File: src/rtl/spm_pkg.sv
// Shared definitions for the 8-bit stored-program machine.
// Used by the control unit, the datapath bus muxes and the ALU.
//   - state_t           : control-unit sequencing states
//   - OP_*              : opcode values in instruction[7:4]
//   - BUS1_* / BUS2_*   : bus mux select encodings
//   - *_MSB / *_LSB     : instruction field positions
package spm_pkg;

  typedef enum logic [3:0] {
    S_IDLE,
    S_FET1,
    S_FET2,
    S_DEC,
    S_EX1,
    S_RD1,
    S_RD2,
    S_WR1,
    S_WR2,
    S_BR1,
    S_BR2,
    S_HALT
  } state_t;

  // Opcodes; 9..E are illegal and halt the machine.
  localparam logic [3:0] OP_NOP  = 4'h0;
  localparam logic [3:0] OP_ADD  = 4'h1;
  localparam logic [3:0] OP_SUB  = 4'h2;
  localparam logic [3:0] OP_AND  = 4'h3;
  localparam logic [3:0] OP_NOT  = 4'h4;
  localparam logic [3:0] OP_RD   = 4'h5;
  localparam logic [3:0] OP_WR   = 4'h6;
  localparam logic [3:0] OP_BR   = 4'h7;
  localparam logic [3:0] OP_BRZ  = 4'h8;
  localparam logic [3:0] OP_HALT = 4'hF;

  // Bus1 sources.
  localparam logic [2:0] BUS1_R0 = 3'd0;
  localparam logic [2:0] BUS1_R1 = 3'd1;
  localparam logic [2:0] BUS1_R2 = 3'd2;
  localparam logic [2:0] BUS1_R3 = 3'd3;
  localparam logic [2:0] BUS1_PC = 3'd4;

  // Bus2 sources.
  localparam logic [1:0] BUS2_ALU  = 2'd0;
  localparam logic [1:0] BUS2_BUS1 = 2'd1;
  localparam logic [1:0] BUS2_MEM  = 2'd2;

  // Instruction fields.
  localparam int OPCODE_MSB = 7;
  localparam int OPCODE_LSB = 4;
  localparam int SRC_MSB    = 3;
  localparam int SRC_LSB    = 2;
  localparam int DEST_MSB   = 1;
  localparam int DEST_LSB   = 0;

endpackage

File: src/rtl/spm_control_unit.sv
// Instruction-sequencing control unit for the 8-bit stored-program machine.
// Walks FET1 -> FET2 -> DEC -> execute states for the instruction held in the
// instruction register and drives every datapath load, mux select and the
// memory write strobe. HALT or an illegal opcode parks it in S_HALT until reset.
//
// Ports:
//   clk              : clock, rising edge
//   rst              : asynchronous active-low reset (to S_IDLE, outputs 0)
//   instruction      : instruction register contents {opcode, src, dest}
//   zero             : Z flag, looked at only in S_DEC for BRZ
//   load_R0..load_R3 : general register loads (at most one, chosen by dest)
//   load_PC, inc_PC  : program counter load / increment
//   load_IR          : instruction register load
//   load_Add_R       : address register load
//   load_Reg_Y/Z     : ALU operand / result register loads
//   sel_bus_1_mux    : Bus1 source (BUS1_*)
//   sel_bus_2_mux    : Bus2 source (BUS2_*)
//   write            : memory write strobe
//   state            : current sequencing state, for observation
//
// Outputs are combinational decodes of state and instruction; they may glitch
// within a cycle and are settled before the next rising edge.
module spm_control_unit
  import spm_pkg::*;
#(
  parameter int word_size = 8
) (
  input  logic                 clk,
  input  logic                 rst,
  input  logic [word_size-1:0] instruction,
  input  logic                 zero,
  output logic                 load_R0,
  output logic                 load_R1,
  output logic                 load_R2,
  output logic                 load_R3,
  output logic                 load_PC,
  output logic                 inc_PC,
  output logic                 load_IR,
  output logic                 load_Add_R,
  output logic                 load_Reg_Y,
  output logic                 load_Reg_Z,
  output logic [2:0]           sel_bus_1_mux,
  output logic [1:0]           sel_bus_2_mux,
  output logic                 write,
  output state_t               state
);

  state_t     state_next;
  logic [3:0] load_r;
  logic [3:0] opcode;
  logic [1:0] src;
  logic [1:0] dest;

  assign opcode = instruction[OPCODE_MSB:OPCODE_LSB];
  assign src    = instruction[SRC_MSB:SRC_LSB];
  assign dest   = instruction[DEST_MSB:DEST_LSB];

  assign {load_R3, load_R2, load_R1, load_R0} = load_r;

  always_ff @(posedge clk or negedge rst) begin
    if (!rst) state <= S_IDLE;
    else      state <= state_next;
  end

  always_comb begin
    state_next    = state;
    load_r        = 4'b0000;
    load_PC       = 1'b0;
    inc_PC        = 1'b0;
    load_IR       = 1'b0;
    load_Add_R    = 1'b0;
    load_Reg_Y    = 1'b0;
    load_Reg_Z    = 1'b0;
    sel_bus_1_mux = BUS1_R0;
    sel_bus_2_mux = BUS2_ALU;
    write         = 1'b0;

    case (state)
      S_IDLE: state_next = S_FET1;

      // Put the PC on the address register to fetch the instruction word.
      S_FET1: begin
        sel_bus_1_mux = BUS1_PC;
        sel_bus_2_mux = BUS2_BUS1;
        load_Add_R    = 1'b1;
        state_next    = S_FET2;
      end

      S_FET2: begin
        sel_bus_2_mux = BUS2_MEM;
        load_IR       = 1'b1;
        inc_PC        = 1'b1;
        state_next    = S_DEC;
      end

      S_DEC: begin
        case (opcode)
          OP_NOP: state_next = S_FET1;
          OP_ADD, OP_SUB, OP_AND: begin
            sel_bus_1_mux = {1'b0, src};
            load_Reg_Y    = 1'b1;
            state_next    = S_EX1;
          end
          // Single-operand op completes here: ALU result goes to Z and dest.
          OP_NOT: begin
            sel_bus_1_mux = {1'b0, src};
            sel_bus_2_mux = BUS2_ALU;
            load_Reg_Z    = 1'b1;
            load_r[dest]  = 1'b1;
            state_next    = S_FET1;
          end
          // Memory-class ops: point the address register at the operand word.
          OP_RD, OP_WR, OP_BR: begin
            sel_bus_1_mux = BUS1_PC;
            sel_bus_2_mux = BUS2_BUS1;
            load_Add_R    = 1'b1;
            if (opcode == OP_RD)      state_next = S_RD1;
            else if (opcode == OP_WR) state_next = S_WR1;
            else                      state_next = S_BR1;
          end
          OP_BRZ: begin
            if (zero) begin
              sel_bus_1_mux = BUS1_PC;
              sel_bus_2_mux = BUS2_BUS1;
              load_Add_R    = 1'b1;
              state_next    = S_BR1;
            end else begin
              // Not taken: step the PC past the unused address word.
              inc_PC     = 1'b1;
              state_next = S_FET1;
            end
          end
          default: state_next = S_HALT;
        endcase
      end

      S_EX1: begin
        sel_bus_1_mux = {1'b0, dest};
        sel_bus_2_mux = BUS2_ALU;
        load_Reg_Z    = 1'b1;
        load_r[dest]  = 1'b1;
        state_next    = S_FET1;
      end

      // Operand word in memory becomes the data address.
      S_RD1, S_WR1: begin
        sel_bus_2_mux = BUS2_MEM;
        load_Add_R    = 1'b1;
        inc_PC        = 1'b1;
        state_next    = (state == S_RD1) ? S_RD2 : S_WR2;
      end

      S_RD2: begin
        sel_bus_2_mux = BUS2_MEM;
        load_r[dest]  = 1'b1;
        state_next    = S_FET1;
      end

      S_WR2: begin
        sel_bus_1_mux = {1'b0, src};
        write         = 1'b1;
        state_next    = S_FET1;
      end

      S_BR1: begin
        sel_bus_2_mux = BUS2_MEM;
        load_Add_R    = 1'b1;
        state_next    = S_BR2;
      end

      S_BR2: begin
        sel_bus_2_mux = BUS2_MEM;
        load_PC       = 1'b1;
        state_next    = S_FET1;
      end

      S_HALT: state_next = S_HALT;

      // Unused encodings recover through IDLE.
      default: state_next = S_IDLE;
    endcase
  end

endmodule

File: config.mk
export PLATFORM = sky130hd
export DESIGN_NAME = spm_control_unit
export DESIGN_NICKNAME = d
export VERILOG_FILES = /design/src/rtl/spm_pkg.sv /design/src/rtl/spm_control_unit.sv
export SDC_FILE = /design/constraint.sdc
export NUM_CORES = 1
export LEC_CHECK = 0
export ABC_CLOCK_PERIOD_IN_PS = 1300
export BUFFER_PORTS_ARGS = -buffer_cell sky130_fd_sc_hd__buf_2
export CAP_MARGIN = 30
export CORE_MARGIN = 2
export CORE_UTILIZATION = 40
export DETAILED_ROUTE_END_ITERATION = 8
export PLACE_DENSITY = 0.84
export SYNTH_ARGS = -nofsm -noshare
export SYNTH_HDL_FRONTEND = slang
export SYNTH_SLANG_ARGS = --single-unit
File: constraint.sdc
create_clock -name clk -period 1.3 [get_ports clk]
set_input_delay 0.26 -clock clk [delete_from_list [all_inputs] [get_ports clk]]
set_output_delay 0.26 -clock clk [all_outputs]
set_load 0.1 [all_outputs]
==> results of run 1 <==
[Yosys cell counts, types with 2 or more instances]
master,instances
nor2_1,9
nand2_1,5
dfrtp_1,4
nand3b_1,4
nor3_1,4
nor3b_2,4
a21oi_1,3
a311oi_1,3
buf_2,3
buf_4,3
inv_1,3
nor2b_1,3
o21ai_0,3
a31o_1,2
and2_1,2
o31ai_1,2
[logic make-up after synthesis]
logic type | count (synthesis) | synth area share [%]
and+or+nand+nor | 38 | 40.6
AOI/OAI and AO/OA | 26 | 30.9
buffers and inverters | 11 | 10.1
DFF | 4 | 15.5
xor gates and xnor gates | 1 | 1.35
muxes | 1 | 1.55
[metrics by stage]
step | worst slack [ns] | cells | TNS, ns | hold slack [ns]
after floorplan | -0.940 | 81 | -12.70 | -0.0356
after global placement | -0.352 | 153 | -4.54 | 0.0656
==> qor.csv, run 1 <==
metric,value,unit
synthesis.area,647,um2
stop_stage,3_5_place_dp,
synth.top_cell.area_share,15.5,%
async_flop_share,100,%
die_w,44.2,um
status,did not finish,
std_cell_rows,14,
synth_top_cell_by_area,dfrtp_1,
firstError,"[ERROR DPL-0038] Utilization greater than 100%, impossible to legalize",
start_util,42.9,%
synth-edff-count,0,
ys_ff_latch,4,
yosysWarnings,0,
syn_area_per_cell,7.99,um2
synth_nets,92,
synthFlopType,dfrtp_1,
synthCells,81,
ys_seq_area_share,15.5,%
dieHeight,44.2,um
globalplace.congestion,0.975,
ys_types,40,
synth_area_leaders,"dfrtp_1, nor3b_2, nor2_1",
portBuffers,30,
ios,31,
==> run 2: changes to the inputs <==
ABC_CLOCK_PERIOD_IN_PS = 1700   (was 1300)
CORE_AREA = 2 2 63 65   (was not set)
CORE_MARGIN = not set   (was 2)
CORE_UTILIZATION = not set   (was 40)
DIE_AREA = 0 0 65 67   (was not set)
PLACE_DENSITY = not set   (was 0.84)
PLACE_DENSITY_LB_ADDON = 0.15   (was not set)
clock period = 1.7 ns   (was 1.3 ns; I/O delays follow)
==> run 2 against run 1 <==
Against the previous run:
- the flow now finishes, with violations (negative setup slack)
- synthesized area is the same
- synthesized cell count is the same
==> qor.csv, run 2 <==
metric,value,unit,change
status,"finished, violations left",,
violations,negative setup slack,,
grt_pass1_wl,4260,um,
firstDrtPassIters,4,,
die_w,65,um,+47%
synth_nets,92,,unchanged
gr-total-overflow,0,,
seqCellArea,115,um2,
async_flop_share,100,%,unchanged
regMostFlops,state,,
n_fill_cell,321,,
cp_cell_sequence,nor3_4 -> and3_4 -> nor3b_4 -> buf_12,,
fin_nets,164,,
cp.required,1.36,ns,
cts_tree,yes,,
clkTransAtPathRegs,0.03,ns,
setup_viol,16,,
numClockSinks,4,,
drt-total-wl,2590,um,
synth-edff-count,0,,unchanged
dp_cells,182,,
gr-usage-all-layers,12.6,%,
grt-busiest-layer,met2,,
skew,0.00712,ns,
yosysMostFrequentCell,nor2_1,,
cts_root_buf,clkbuf_8,,
cp_max_fo,6,,
rsz0062_at_grt,true,,
ant_nets,0,,
peakVddDrop,0.365,mV,
post_route_cells_drive_above_1_share,77.5,%,
std_cell_rows,22,,+8
stdcell_area,1890,um2,
synthCells,81,,unchanged
min_path_type,input pin to asynchronous set/reset pin,,
dpl.hpwl,1930,um,
final_cell_mix,"buf_4, buf_12, buf_2",,
numCtsBuffers,3,,
grt_pass1_vias,892,,
insertion_delay,0.22,ns,
n_antenna_cell,0,,
ys_seq_area_share,15.5,%,unchanged
htree_levels,1,,
cp-start-kind,flop,,
synth_top_cell_by_area,dfrtp_1,,
critPathSlowestCell,dfrtp_4,,
synth_common_cells,"nor2_1, nand2_1",,
vias,899,,
met2_usage,23.1,%,
area_delta_synth_final,192,%,
coreArea,3610,um2,
multi_input_area,759,um2,
globalplace.congestion,0.795,,-19%
final.setup.worst_slack,-0.266,ns,
max-slew-margin-rel,60.3,%,
synthFlopType,dfrtp_1,,
die_area,4360,um2,
grt_max_degree,9,,
hold_viol,0,,
drt_iter0_drc,12,,
grt_use_met3,1.18,%,
layout.cells.non_filler,199,,
syn_area_per_cell,7.99,um2,unchanged
start_util,17.9,%,-25 points
synthesis.area,647,um2,unchanged
synth_area_leaders,"dfrtp_1, nor3b_2, nor2_1",,
worstSetupPathType,flop to output port,,
dieHeight,67,um,+52%
cp.arrival,1.63,ns,
clockBufferDepth,2,,
crit_path_end_kind,output port,,
via_per_inst,4.52,,
largestRegisters,state: 4 flops,,
ys_types,40,,unchanged
max_freq,509,MHz,
ios,31,,unchanged
synth.top_cell.area_share,15.5,%,unchanged
hold_ws,0.445,ns,
largest_reg_flops,4,,
tightest_slew,0.591,ns,
slew_viol_final,0,,
portBuffers,30,,unchanged
path_delay_family,simple AND/OR/NAND/NOR gates,,
antenna_found_initial,0,,
placed_cell_area,1590,um2,
min_period,1.97,ns,
powerDensity,213,nW/um2,
p_leak,0.794,nW,
fin_crit_sh,116,%,
max_cap_violations,0,,
yosysWarnings,0,,unchanged
drt_drc_violations_left,0,,
ys_ff_latch,4,,unchanged
critPathMaxStageDelay,0.50,ns,
crit_buf_inv,1,,
final_common_cell,buf_4,,
met1_usage,15.0,%,
post_drt_wl_per_cell,13.0,um,
## run 2: path summary, 6_finish.rpt
| kind | endpoint | from | depth (start not counted) | slack [ns] |
|---|---|---|---|---|
| min reg2reg | state[3] | state[0] | 3 | 0.82 |
| min in group clk | state[3] | zero | 3 | 0.57 |
| max in group asynchronous | state[3] | rst | 2 | 1.12 |
| min | state[0] | rst | 2 | 0.44 |
| max reg2reg | state[0] | state[3] | 6 | 0.04 |
| max | load_Reg_Y | state[3] | 4 | -0.27 |
## run 2: area by class of cell
class / instances / area share, %
timing repair buffer: 75 / 47.2
multi-input combinational: 66 / 40.1
sequential: 4 / 6.08
tap: 48 / 3.17
clock buffer: 3 / 2.18
inverter: 3 / 1.26
## run 2: where the power goes
group / internal [mW] / switching, mW / leakage, nW / total [mW]
Sequential: 0.0959 / 0 / 0.0388 / 0.0959
Clock: 0.151 / 0.0537 / 0.0216 / 0.205
Combinational: 0.0483 / 0.0540 / 0.733 / 0.102
## run 2: cell families after synthesis
logic type / Yosys count / share of synthesized area, %
and+or+nand+nor: 38 / 40.6
AOI/OAI and AO/OA: 26 / 30.9
DFF: 4 / 15.5
xor gates and xnor gates: 1 / 1.35
buffers and inverters: 11 / 10.1
muxes: 1 / 1.55
## run 2: stage by stage
step                TNS [ns]  total power, mW  utilization [%]  setup WS, ns
floorplan              -7.55            0.138                -        -0.620
global placement      -0.651            0.188             44.0        -0.109
detailed placement    -0.697            0.190             44.0        -0.105
CTS                    -3.27            0.401             51.1        -0.274
global route           -3.83            0.417             52.5        -0.318
finish                 -3.10            0.403             52.5        -0.266
## run 2: what timing repair did
action	4_1_cts	5_1_grt
resized for setup	25	8
endpoints found under the setup margin	16	17
setup buffers	13	1
hold buffers	1	0
pin swaps	12	4
hold endpoints to repair	4	0
## run 2: metal layers
metal | part of all wire [%] | vias up
met5 | 0 | -
met4 | 1.8 | 0
met3 | 3.2 | 4
met2 | 53 | 25
met1 | 42 | 421
li1 | - | 449
(Power assumes the default switching activity.)
==> run 3: changes to the inputs <==
MAX_ROUTING_LAYER = met4   (was not set)
==> run 3 against run 2 <==
Against the previous run:
- the run still ends with negative setup slack left
- clock skew is 0.0056 ns lower
- total power is 4.5% lower
- register-to-register slack better by 0.21 ns
- count of clock-buffer cells in the layout stayed put
- non-clock buffer count is 8 lower
- sequential cell count stayed put
- via count is 3.8% lower
- global-route usage is 0.14 points lower
- wire length is 10% lower
- maximum frequency is 1.2% lower
- critical endpoint is now load_R2
- largest cell class unchanged
==> qor.csv, run 3 (synthesis gave the netlist of run 2 again) <==
metric,value,unit,change
status,"finished, violations left",,
violations,negative setup slack,,
globalplace.congestion,0.811,,+2.0%
max_freq,503,MHz,-1.2%
post_drt_wl_per_cell,12.2,um,-6.3%
firstDrtPassIters,4,,unchanged
multi_input_area,751,um2,-1.2%
crit_path_end_kind,output port,,
regMostFlops,state,,
grt_pass1_wl,4140,um,-2.9%
drt_iter0_drc,12,,unchanged
layout.cells.non_filler,191,,-4.0%
dp_cells,183,,+0.55%
gr-usage-all-layers,12.5,%,-0.14 points
numClockSinks,4,,unchanged
die_w,65,um,unchanged
largestRegisters,state: 4 flops,,
pre_cts_ws,-0.113,ns,-0.00752 ns
drt-total-wl,2330,um,-10%
ant_nets,0,,unchanged
n_antenna_cell,0,,unchanged
final_common_cell,buf_4,,
hold_viol,0,,unchanged
antenna_found_initial,0,,unchanged
final_cell_mix,"buf_4, buf_12, buf_2",,
rsz0062_at_grt,true,,
reg2reg_depth,4,,-2
fin_crit_sh,117,%,+1.3 points
clockBufferDepth,2,,unchanged
ios,31,,unchanged
final.setup.worst_slack,-0.289,ns,-0.0229 ns
cp.required,1.36,ns,about the same
rr_endpoint,state[0],,
portBuffers,30,,unchanged
max-slew-margin-rel,67.5,%,+7.1 points
ff2ff_setup_slack,0.25,ns,+0.21 ns
seqCellArea,115,um2,unchanged
grt_pass1_vias,883,,-1.0%
peakVddDrop,0.311,mV,-15%
worstSetupPathType,flop to output port,,
vias,865,,-3.8%
cts_root_buf,clkbuf_8,,
dpl.hpwl,1980,um,+2.5%
cp-start-kind,flop,,
cp_max_fo,4,,-2
largest_reg_flops,4,,unchanged
area_delta_synth_final,171,%,
grt_max_degree,11,,+2
clkTransAtPathRegs,0.03,ns,about the same
via_per_inst,4.53,,+0.25%
drt_drc_violations_left,0,,unchanged
coreArea,3610,um2,unchanged
cts_tree,yes,,
start_util,17.9,%,unchanged
fin_nets,156,,-4.9%
skew,0.00155,ns,-0.00557 ns
tightest_slew,0.491,ns,-0.0996 ns
p_leak,0.702,nW,-12%
setup_viol,16,,unchanged
numCtsBuffers,3,,unchanged
post_route_cells_drive_above_1_share,76.2,%,-1.3 points
htree_levels,1,,unchanged
std_cell_rows,22,,unchanged
gr-total-overflow,0,,unchanged
n_fill_cell,342,,+6.5%
insertion_delay,0.21,ns,about the same
powerDensity,220,nW/um2,+3.2%
cp.arrival,1.65,ns,+0.02 ns
final_util,48.5,%,-3.9 points
crit-reg2reg-launch,state[3],,
max_cap_violations,0,,unchanged
min_path_type,input pin to asynchronous set/reset pin,,
min_period,1.99,ns,+0.0229 ns
total_power,0.385,mW,-4.5%
die_area,4360,um2,unchanged
dieHeight,67,um,unchanged
tns,-3.05,ns,+0.0454 ns
slew_viol_final,0,,unchanged
-- run 3: cell types whose count changed in the layout (fill, tap and decap cells not counted), sizes merged --
| cell | before | now |
|---|---|---|
| buf | 74 | 66 |
| inv | 2 | 3 |
| clkinv | 1 | 0 |
-- run 3: where the power goes --
part / total (mW) / internal, mW / switching, mW
registers: 0.0960 / 0.0960 / 0
logic: 0.0970 / 0.0454 / 0.0516
clock network: 0.192 / 0.150 / 0.0418
-- run 3: area by class of cell --
cell class,count,share of cell area [%]
sequential,4,6.58
timing repair buffer,67,43.7
multi-input combinational,66,42.9
inverter,3,1.07
tap,48,3.43
clock buffer,3,2.36
-- run 3: worst max-delay path by stage --
stage                              start          endpoint  slack [ns]
after floorplan                 state[0]           load_R1       -0.62
after global placement    instruction[7]  sel_bus_1_mux[2]        -0.1
after detailed placement  instruction[7]  sel_bus_2_mux[0]       -0.11
after CTS                       state[3]        load_Reg_Y       -0.31
after global routing            state[3]        load_Reg_Y       -0.35
final                           state[1]           load_R2       -0.29
-- run 3: metal layers --
| layer | part of all wire [%] | vias to the layer above | global-route usage, % |
|---|---|---|---|
| li1 | - | 433 | - |
| met1 | 42 | 409 | 14.9 |
| met3 | 4.3 | 0 | 1.86 |
| met2 | 54 | 23 | 22.3 |
| met5 | 0 | - | - |
| met4 | 0 | 0 | 2.39 |
-- run 3: worst max-delay path, cell delays in order (launching register included) --
cell,delay (ns)
dfrtp_4,0.43
nor3b_4,0.23
buf_4,0.15
a31oi_4,0.15
nor3b_4,0.26
buf_12,0.20
-- run 3: stage by stage --
step	hold slack [ns]	area, um2
after floorplan	0.0444	908
after global placement	0.144	1590
after detailed placement	0.144	1590
after CTS	0.458	1720
after global routing	0.476	1750
final	0.457	1750
-- run 3: what timing repair did --
action,4_1_cts,5_1_grt
endpoints found under the setup margin,16,16
resized for setup,13,7
setup buffers,3,1
pin swaps,7,4
hold buffers,1,0
hold endpoints to repair,4,0
==> run 4: changes to the inputs <==
ABC_AREA = 1   (was not set)
==> run 4 against run 3 <==
Against the previous run:
- the flow still finishes with violations (negative setup slack)
- critical path depth stayed put
- design area is 13% lower
- global-route usage is 1.8 points lower
- count of clock-buffer cells in the layout stayed put
- maximum frequency is 4.5% higher
- sequential cell count stayed put
- sequential share of layout area is 1.0 points higher
- critical path type unchanged
- critical endpoint is now inc_PC
==> qor.csv, run 4 <==
metric,value,unit,change
synthFlopType,dfrtp_1,,
synth_common_cells,"nand2_1, inv_1, nor2_1",,
final_common_cell,buf_4,,
n_fill_cell,362,,+5.8%
synthCells,93,,+15%
slew_viol_final,0,,unchanged
max_cap_violations,0,,unchanged
gr-usage-all-layers,10.6,%,-1.8 points
htree_levels,1,,unchanged
std_cell_rows,22,,unchanged
largest_reg_flops,4,,unchanged
reg2reg_depth,8,,+4
seqCellArea,115,um2,unchanged
area_delta_synth_final,209,%,
synth_nets,104,,+13%
max_freq,526,MHz,+4.5%
cts_tree,yes,,
via_per_inst,3.93,,-13%
grt_max_degree,7,,-4
pre_cts_ws,-0.0193,ns,+0.0937 ns
ys_types,14,,-65%
fin_nets,169,,+8.3%
synth_top_cell_by_area,nand2_1,,
synthesis.area,490,um2,-24%
insertion_delay,0.21,ns,about the same
synth.top_cell.area_share,23.7,%,+8.3 points
clkTransAtPathRegs,0.03,ns,about the same
yosysMostFrequentCell,nand2_1,,
async_flop_share,100,%,unchanged
rsz0062_at_grt,true,,
dieHeight,67,um,unchanged
ys_seq_area_share,20.4,%,+4.9 points
min_period,1.90,ns,-0.0861 ns
skew,0.00221,ns,+0.000655 ns
synth-edff-count,0,,unchanged
syn_area_per_cell,5.27,um2,-34%
post_drt_wl_per_cell,10.1,um,-17%
grt_pass1_wl,3500,um,-16%
max-slew-margin-rel,68.0,%,+0.56 points
regMostFlops,state,,
cp-start-kind,flop,,
drt_iter0_drc,11,,-1
final_util,42.0,%,-6.5 points
numCtsBuffers,3,,unchanged
vias,802,,-7.3%
die_area,4360,um2,unchanged
final_cell_mix,"buf_4, buf_12, nand2_1, buf_2",,
start_util,13.6,%,-4.3 points
numClockSinks,4,,unchanged
cp.required,1.36,ns,about the same
crit_path_end_kind,output port,,
drt-total-wl,2060,um,-12%
final.setup.worst_slack,-0.203,ns,+0.0861 ns
largestRegisters,state: 4 flops,,
firstDrtPassIters,4,,unchanged
cp.arrival,1.56,ns,-0.09 ns
gr-total-overflow,0,,unchanged
cp_max_fo,5,,+1
n_antenna_cell,0,,unchanged
hold_ws,0.472,ns,+0.0151 ns
ant_nets,0,,unchanged
antenna_found_initial,0,,unchanged
grt_pass1_vias,835,,-5.4%
dpl.hpwl,1680,um,-15%
hold_viol,0,,unchanged
multi_input_area,546,um2,-27%
cts_root_buf,clkbuf_8,,
clockBufferDepth,2,,unchanged
violations,negative setup slack,,
synth_area_leaders,"nand2_1, dfrtp_1, inv_1",,
worstSetupPathType,flop to output port,,
coreArea,3610,um2,unchanged
status,"finished, violations left",,
min_path_type,input pin to asynchronous set/reset pin,,
yosysWarnings,0,,unchanged
portBuffers,30,,unchanged
drt_drc_violations_left,0,,unchanged
die_w,65,um,unchanged
setup_viol,16,,unchanged
post_route_cells_drive_above_1_share,71.8,%,-4.4 points
tightest_slew,0.483,ns,-0.00852 ns
ios,31,,unchanged
globalplace.congestion,0.830,,+2.3%
ys_ff_latch,4,,unchanged
fin_crit_sh,112,%,-5.1 points
tns,-2.16,ns,+0.893 ns
run 4: cell types whose count changed in the layout (fill, tap and decap cells not counted), moves of 5 or more:
cell / change
buf_4: -9
inv_1: +8
nand2_1: +10
nand2_2: +11
nand2_4: +9
nor2_4: +7
nor3_4: -5
nor3b_4: -5
run 4: worst max-delay path, cell delays in order (launching register included):
cell and delay, ns:
dfrtp_4 0.51, buf_4 0.16, nor2_4 0.15, nand2_2 0.09, o31ai_4 0.22, buf_12 0.21
run 4: metal layers:
metal,track usage [%],wire (um)
met5,-,0
met4,3.99,0
met3,1.18,52
met2,18.7,1150
met1,12.5,860
run 4: per-stage QoR:
stage          instance area [um2]  std cells
2_1_floorplan                  684         93
3_3_place_gp                  1280        189
3_5_place_dp                  1280        189
4_1_cts                       1470        201
5_1_grt                       1520        204
6_report                      1520        204
run 4: final timing paths:
kind,from,end,slack [ns]
worst min-delay path,rst,state[2],0.47
worst min register to register,state[3],state[2],0.70
worst max register to register,state[2],state[3],0.29
max in group asynchronous,rst,state[3],1.09
worst max-delay path,state[2],inc_PC,-0.20
min in group clk,instruction[6],state[1],0.57
run 4: logic make-up (layout without fill, tap and decap cells):
family	count (synthesis)	after routing	share of synthesized area, %
simple gates	63	63	55.6
buf+inv	17	80	13.0
compound gates	9	9	11.0
flops	4	4	20.4
run 4: cell type report:
| type | count | area share [%] |
|---|---|---|
| Tap cell | 48 | 3.96 |
| Clock buffer | 3 | 2.73 |
| Multi-Input combinational cell | 72 | 36.0 |
| Sequential cell | 4 | 7.60 |
| Inverter | 17 | 5.37 |
| Timing Repair Buffer | 60 | 44.3 |
run 4: timing repair:
action / in CTS / in global routing
setup endpoints to repair: 15 / 16
hold buffers: 1 / 0
setup buffers: 9 / 3
hold endpoints to repair: 4 / 0
pin swaps: 7 / 7
gates resized for setup: 18 / 6
Power of run 4 is left out: the tool's default activity adds up to more than one toggle a clock period on the data nets, which glitch-free logic cannot reach.
